## config.mk

```make
export PLATFORM = sky130hd
export DESIGN_NAME = tdc_hit_arbiter
export DESIGN_NICKNAME = d
export VERILOG_FILES = /design/src/rtl/tdc_hit_arbiter.sv
export SDC_FILE = /design/constraint.sdc
export NUM_CORES = 1
export LEC_CHECK = 0
export BUFFER_PORTS_ARGS = -buffer_cell sky130_fd_sc_hd__buf_2
export CORE_ASPECT_RATIO = 0.8
export CORE_MARGIN = 4
export CORE_UTILIZATION = 30
export DETAILED_ROUTE_END_ITERATION = 12
export MAX_ROUTING_LAYER = met4
export PLACE_DENSITY_LB_ADDON = 0.15
export SLEW_MARGIN = 20
export SYNTH_ARGS = -nofsm -noshare
export SYNTH_HDL_FRONTEND = slang
export SYNTH_SLANG_ARGS = --single-unit
```

## constraint.sdc

```tcl
create_clock -name clk40 -period 5.6 [get_ports clk40]
set_input_delay 0.28 -clock clk40 [delete_from_list [all_inputs] [get_ports clk40]]
set_output_delay 0.28 -clock clk40 [all_outputs]
set_load 0.02 [all_outputs]
```

## src/rtl/tdc_hit_arbiter.sv

```systemverilog
// tdc_hit_arbiter: round-robin readout of N_CH TDC channels onto one
// registered valid/ready stream. Each channel owns a one-entry buffer;
// hits landing on an occupied buffer are dropped and counted.

// One-entry holding buffer for a single TDC channel.
module tdc_hit_slot (
   input  logic        clk40,
   input  logic        reset,
   input  logic        enable,
   input  logic        hit,
   input  logic        grant,
   input  logic [31:0] dataIn,
   output logic        pend,
   output logic        drop,
   output logic [31:0] data
);
   logic capture;

   // A buffer being drained this cycle counts as free, so a hit on the
   // granted channel refills it instead of being dropped.
   assign capture = enable & hit & (~pend | grant);
   assign drop    = enable & hit & pend & ~grant;

   // Capture wins over grant so a same-cycle refill keeps pend set.
   always_ff @(posedge clk40) begin
      if (reset) begin
         pend <= 1'b0;
         data <= '0;
      end else if (capture) begin
         pend <= 1'b1;
         data <= dataIn;
      end else if (grant) begin
         pend <= 1'b0;
      end
   end
endmodule

module tdc_hit_arbiter #(
   parameter int N_CH = 4,
   parameter int CH_W = $clog2(N_CH)
) (
   input  logic               clk40,
   input  logic               reset,
   input  logic               enable,
   input  logic [N_CH-1:0]    hit_i,
   input  logic [N_CH*10-1:0] toa_i,
   input  logic [N_CH*9-1:0]  tot_i,
   input  logic [N_CH*10-1:0] cal_i,
   input  logic [N_CH*3-1:0]  err_i,
   output logic               out_valid,
   input  logic               out_ready,
   output logic [CH_W-1:0]    out_ch,
   output logic [9:0]         out_toa,
   output logic [8:0]         out_tot,
   output logic [9:0]         out_cal,
   output logic [2:0]         out_err,
   output logic [15:0]        drop_cnt,
   input  logic               drop_clr
);
   logic [N_CH-1:0]       pend;
   logic [N_CH-1:0]       grantVec;
   logic [N_CH-1:0]       dropVec;
   logic [N_CH-1:0][31:0] slotData;
   logic [CH_W-1:0]       ptr;
   logic [CH_W-1:0]       grantIdx;
   logic [CH_W-1:0]       scanCh;
   logic                  anyGrant;
   logic                  loadSlot;
   int                    scanIdx;
   logic [4:0]            nDrop;
   logic [16:0]           dropSum;

   for (genvar k = 0; k < N_CH; k++) begin : gSlot
      tdc_hit_slot uSlot (
         .clk40  (clk40),
         .reset  (reset),
         .enable (enable),
         .hit    (hit_i[k]),
         .grant  (grantVec[k]),
         .dataIn ({err_i[3*k +: 3], cal_i[10*k +: 10], tot_i[9*k +: 9], toa_i[10*k +: 10]}),
         .pend   (pend[k]),
         .drop   (dropVec[k]),
         .data   (slotData[k])
      );
   end

   // Output register is free when empty or being consumed this edge.
   assign loadSlot = ~out_valid | out_ready;

   // Round-robin search: first pending channel at or above ptr, wrapping.
   always_comb begin
      anyGrant = 1'b0;
      grantIdx = '0;
      scanIdx  = 0;
      scanCh   = '0;
      if (loadSlot) begin
         for (int i = 0; i < N_CH; i++) begin
            scanIdx = int'(ptr) + i;
            if (scanIdx >= N_CH) scanIdx = scanIdx - N_CH;
            scanCh = CH_W'(scanIdx);
            if (!anyGrant && pend[scanCh]) begin
               anyGrant = 1'b1;
               grantIdx = scanCh;
            end
         end
      end
   end

   // One-hot grant back to the winning buffer.
   always_comb begin
      grantVec = '0;
      if (anyGrant) grantVec[grantIdx] = 1'b1;
   end

   // Number of channels dropping a hit this cycle.
   always_comb begin
      nDrop = '0;
      for (int i = 0; i < N_CH; i++) nDrop = nDrop + 5'(dropVec[i]);
   end

   assign dropSum = {1'b0, drop_cnt} + 17'(nDrop);

   // Output stage: load on grant, go idle when nothing pending, hold on stall.
   always_ff @(posedge clk40) begin
      if (reset) begin
         out_valid <= 1'b0;
         out_ch    <= '0;
         out_toa   <= '0;
         out_tot   <= '0;
         out_cal   <= '0;
         out_err   <= '0;
         ptr       <= '0;
      end else if (loadSlot) begin
         if (anyGrant) begin
            out_valid <= 1'b1;
            out_ch    <= grantIdx;
            {out_err, out_cal, out_tot, out_toa} <= slotData[grantIdx];
            ptr <= (grantIdx == CH_W'(N_CH - 1)) ? '0 : grantIdx + CH_W'(1);
         end else begin
            out_valid <= 1'b0;
         end
      end
   end

   // Saturating drop counter; clear beats that cycle's increments.
   always_ff @(posedge clk40) begin
      if (reset || drop_clr) drop_cnt <= '0;
      else if (dropSum[16]) drop_cnt <= 16'hFFFF;
      else                  drop_cnt <= dropSum[15:0];
   end
endmodule

```

# After elaboration in Yosys (flattened, before gate mapping)
# Cells that the tools add are included.
# totals
input_bits,137
wordCells,127
reg_bits,185
# op_classes
n_eq_ne,1
magnitude_cmp,10
bitwise_logic,30
n_addsub,12
reduce_logical,13
mux,45
# op_table
cell,n
$bmux W32 S2,1
$mux W32,1
$mux W2,14
$mux W1,22
$add A16 B4 Y17,1
$and A1 B1 Y1,16
$mux W16,1
$lt A2 B3 Y1 const B,5
$ge A3 B3 Y1 const B,3
$not A1 Y1,9
$bmux W1 S2,4
$reduce_bool A2 Y1,4
$sub A2 B1 Y2 const B,4
$add A2 B2 Y3 const B,2
$or A1 B1 Y1,5
$add A3 B1 Y4,1
$logic_and A1 B1 Y1,4
$mux W4,1
$add A2 B1 Y3,1
$add A2 B1 Y3 const B,1
$ge A2 B3 Y1 const B,1
$logic_not A1 Y1,3
$add A1 B1 Y2,1
$add A2 B1 Y2 const B,1
5 further kinds,5

# Logic depth before layout (Yosys ltp)
# depth
depth_word,31
ltp_mapped,17
mapped_depth_nobuf,14

# Hierarchy
# From an unflattened synthesis, not the netlist that was laid out.
# hier_totals
hier_cells,927
hier_area_um2,9467.8
# modules_own_cells
module,area_each_um2,n_inst,cells_per_inst,seq_area_each_um2
tdc_hit_slot,1527.7,4,145,660.6
tdc_hit_arbiter,3357.0,1,347,1061.0

# Least setup slack after synthesis
# Ideal clock, no wire load.
# synth_timing
kind,flip-flop to flip-flop
startpoint,register ptr[1]
endpoint,register drop_cnt[1]
n_path_buf,4
synth_period_minus_slack_ns,4.350
setup_ns,0.070
stages_incl_launch_ff,18
arrival_ns,4.280
path_slack_ns,1.250
path_cell_list,dfxtp_1 -> buf_2 -> inv_1 -> a221oi_1 -> nand3_1 -> buf_2 -> buf_1 -> ha_1 -> a21boi_0 -> nand3_1 -> fa_1 -> fa_1 -> inv_1 -> fa_1 -> nand4_1 -> or3_1 -> clkbuf_1 -> a21oi_1
# synth_between
elab_chain_cells,31
elab_cells_between_ends,65
# synth_lines
item,line,rtl
"start, declared",64,logic [CH_W-1:0] ptr;
"start signal, assigned",138,ptr <= (grantIdx == CH_W'(N_CH - 1)) ? '0 : grantIdx + CH_W'(1);
$ge A2 B3 Y1 / $sub A2 B1 Y2 (equally long branches),99,if (scanIdx >= N_CH) scanIdx = scanIdx - N_CH;
$mux W2,99,
$mux W2,96,if (loadSlot) begin
$bmux W1 S2,101,if (!anyGrant && pend[scanCh]) begin
$mux W1 (not written as such),101,
$mux W1,101,
$mux W1,96,
$logic_not A1 Y1,101,
[15 not listed],--,
$mux W4 *,112,if (anyGrant) grantVec[grantIdx] = 1'b1;
$not A1 Y1,22,assign drop = enable & hit & pend & ~grant;
$and A1 B1 Y1,22,
$add A1 B1 Y2,118,for (int i = 0; i < N_CH; i++) nDrop = nDrop + 5'(dropVec[i]);
$add A2 B1 Y3,118,
$add A3 B1 Y4 *,118,
$add A16 B4 Y17 *,121,"assign dropSum = {1'b0, drop_cnt} + 17'(nDrop);"
$mux W16 *,148,else if (dropSum[16]) drop_cnt <= 16'hFFFF;
"end signal, assigned",149,else drop_cnt <= dropSum[15:0];
"end, declared",57,"output logic [15:0] drop_cnt,"
# Every way passes the cells marked *; elsewhere a longest branch is shown, timed or not. The select of a mux whose other input is x is not followed.
# A chain may end at the register's enable or synchronous reset.

# Worst setup path in the final report
# layout_timing
startpoint,register gSlot[1].uSlot.pend
endpoint,register drop_cnt[13]
# layout_between
elab_chain_cells,28
elab_cells_between_ends,47
# layout_lines
item,line,rtl
"start, declared",13,"output logic pend,"
"start signal, assigned",27,pend <= 1'b0;
"start signal, assigned",30,pend <= 1'b1;
"start signal, assigned",33,pend <= 1'b0;
$bmux W1 S2,101,
$mux W1 (not written as such),101,
$mux W1,101,
$mux W1,96,
$logic_not A1 Y1,101,
$logic_and A1 B1 Y1,101,
$mux W1,101,
$mux W1,96,
[12 not listed],--,
$mux W4,112,
$not A1 Y1,22,
$and A1 B1 Y1,22,
$add A1 B1 Y2,118,
$add A2 B1 Y3,118,
$add A3 B1 Y4 *,118,
$add A16 B4 Y17 *,121,
$mux W16 *,148,
# Marked as above.

==> flow_summary.toml <==
[synthesis]
synthAdderAreaFrac = 0.0119
synth-simple-area-share = 0.220
ys_seq_area_frac = 0.450
ys.flop_type = "dfxtp_1"
synth_compound_area_frac = 0.127
synth_area_leader_cell = "dfxtp_1"
ys_ff_latch = 185
synth_most_common_cell = "dfxtp_1"
syn_inst = 914
synth_top_area_frac = 0.450
synthArstFlopShare = 0
synth_top_cells_by_area = "dfxtp_1 45%, mux2i_1 14%, nand2b_1 9.8%"
avgSynthCellArea_um2 = 9.00
synth_xor_area_frac = 0.00959
synth_edf_count = 0
synthesis.area_um2 = 8220
synthesis.nets = 1057
synthMuxAreaShare = 0.139
yosysUniqueCellTypes = 49
synth_top_family_by_area = "simple AND/OR/NAND/NOR gates"
ys_warn_count = 0
yosys-top-cells-count = "185 x dfxtp_1, 177 x nand2_1, 129 x nand2b_1"

[placement]
gp_congestion = 0.815
portBuffers = 187
dpl-instance-area_um2 = 9410
preCtsSetupSlack_ns = 0.795
dpl.hpwl_mm = 17.0

[floorplan]
ios = 188
die_area_um2 = 30100
initial_core_util = 0.308
rows = 53
die_x_um = 193
die_y_um = 156
core_area_um2 = 26700

[grt]
grt_pass1_vias = 6647
antenna_found_initial = 7
grtUsageTotal = 0.170
grt_overflow_total = 0
grt_pass1_wl_mm = 38.5
grt_start_max_net_pins = 105

[clock_tree]
cts_buffer_depth = 2
post-cts-setup-buffers = 0
cts_buffers = 17
insertion_delay_ns = 0.44
cts_tree = "done"
ctsResizeCount = 0
hold_buffers = 0
htree_levels = 4
cts_root_buf = "clkbuf_16"
clk_pin_slew_ns = 0.07
clock_sinks = 185

[timing]
finalCriticalPeriod_ns = 4.80
rsz0062_at_grt = "false"
skew_ns = 0.00912
max_freq_ghz = 0.209
relSlewSlack = 0.322
period_share = 0.856
hold_viol = 0
finalSetupViolCount = 0
worst_slew_pin_slew_ns = 1.02
tns_ns = 0
slew_violations = 0
setup_ws_ns = 0.805

[final_layout]
fin_area_um2 = 10000
drive_gt1_frac = 0.232
areaGrowthSynthToFinish_pct = 22.2
post-route-util = 0.377
nFillCells = 2775
fin_nets = 1206

[setup_path]
crit_path_end_kind = "register"
regToRegStartpoint = "gSlot[1].uSlot.pend"
required_ns = 5.96
reg2reg_setup_slack_ns = 0.80
critPathMaxFanout = 13
rr_worst_depth = 14
startpoint = "gSlot[1].uSlot.pend"
reg2reg_to = "drop_cnt[13]"
critPathLaunchType = "register"
cp-endpoint = "drop_cnt[13]"
cp_data_arrival_time_ns = 5.15
worstSetupPathType = "reg -> reg"

[power]
peakVddDrop_v = 0.000228
powerDensity_nw_per_um2 = 325
p_leak_nw = 4.05

[route]
ant_nets = 0
wl_per_cell_um = 17.6
drt_iter0_drc = 343
totalWireLength_mm = 25.4
drcViolationCount = 0
viasPerCell = 4.71
first_pass_iters = 4
vias = 6779

[min_path]
hold_path.class = "in -> reg"
min-delay-start = "cal_i[39]"

[job]
maxCapViolCount = 0

[outcome]
run_status = "complete, no violations"
[worst min-delay path by stage]
stage / end / slack, ns / depth (start not counted)
after floorplan: gSlot[0].uSlot.data[0] / 0.42 / 2
final: gSlot[3].uSlot.data[28] / 0.08 / 3
after CTS: gSlot[3].uSlot.data[6] / 0.06 / 3
after detailed placement: gSlot[3].uSlot.data[14] / 0.45 / 2
after global placement: out_err[2] / 0.44 / 2
after global routing: gSlot[3].uSlot.data[6] / 0.06 / 3
[routing by layer]
layer,global-route usage,up-vias,wire length [um]
met1,0.242,3173,12900
met2,0.244,149,10900
met3,0.0438,12,1390
met4,0.0327,0,197
met5,-,-,0
li1,-,3445,-
[cell usage in the layout (no fill, tap or decap), types with 7 or more instances in the layout]
cell type  count
buf_2        186
dfxtp_1      185
nand2_1      177
nand2b_1     129
mux2i_1      114
a21oi_1       83
o221ai_1      24
a211oi_1      18
clkbuf_16     17
nor2_1        16
buf_4         12
nor3_1        10
inv_1          8
o31ai_1        8
a32o_1         8
diode_2        7
or2_2          7
xor2_1         7
[cell type report]
cell class / instances / area, um2 / area share
multi-input combinational: 652 / 4200 / 0.418
sequential: 185 / 3700 / 0.369
timing repair buffer: 198 / 1020 / 0.102
tap: 357 / 447 / 0.0445
clock buffer: 17 / 425 / 0.0423
clock inverter: 15 / 199 / 0.0198
inverter: 9 / 33.8 / 0.00336
antenna: 7 / 17.5 / 0.00174
[cell families (layout without fill, tap and decap cells)]
group           Yosys count  in the layout
compound gates          158            158
simple gates            365            365
mux                     114            114
buf+inv                  77            239
fa+ha+maj                 6              6
xor+xnor                  9              9
other cells               0              7
flops                   185            185
[through the flow]
stage / total power (W) / hold WS [ns] / cells
after detailed placement: 0.00200 / 0.446 / 1401
final: 0.00326 / 0.0779 / 1440
after CTS: 0.00330 / 0.0586 / 1433
after global placement: 0.00200 / 0.441 / 1401
after floorplan: 0.00181 / 0.416 / 914
after global routing: 0.00341 / 0.0636 / 1440
[worst max-delay path, stage by stage, from the launching register on]
cell	delay, ns
dfxtp_1	0.45
nor2_1	0.09
nand2_1	0.42
nand4_4	0.15
ha_1	0.23
a21boi_0	0.47
nand3_1	0.20
fa_1	0.52
fa_1	0.45
inv_1	0.08
fa_1	0.25
nand4_1	0.33
or3_1	0.68
and3_1	0.26
nor3_1	0.15
[registers in the layout (all words and copies together) (netlist names)]
signal            cells
gSlot.uSlot.data    128
drop_cnt             16
out_cal              10
out_toa              10
out_tot               9
gSlot.uSlot.pend      4
out_err               3
out_ch                2
ptr                   2
out_valid             1
[power breakdown]
part,switching [W],internal (W)
combinational,0.000314,0.000203
clock,0.000551,0.000751
sequential,0.0000503,0.00139
(Power assumes the default switching activity.)
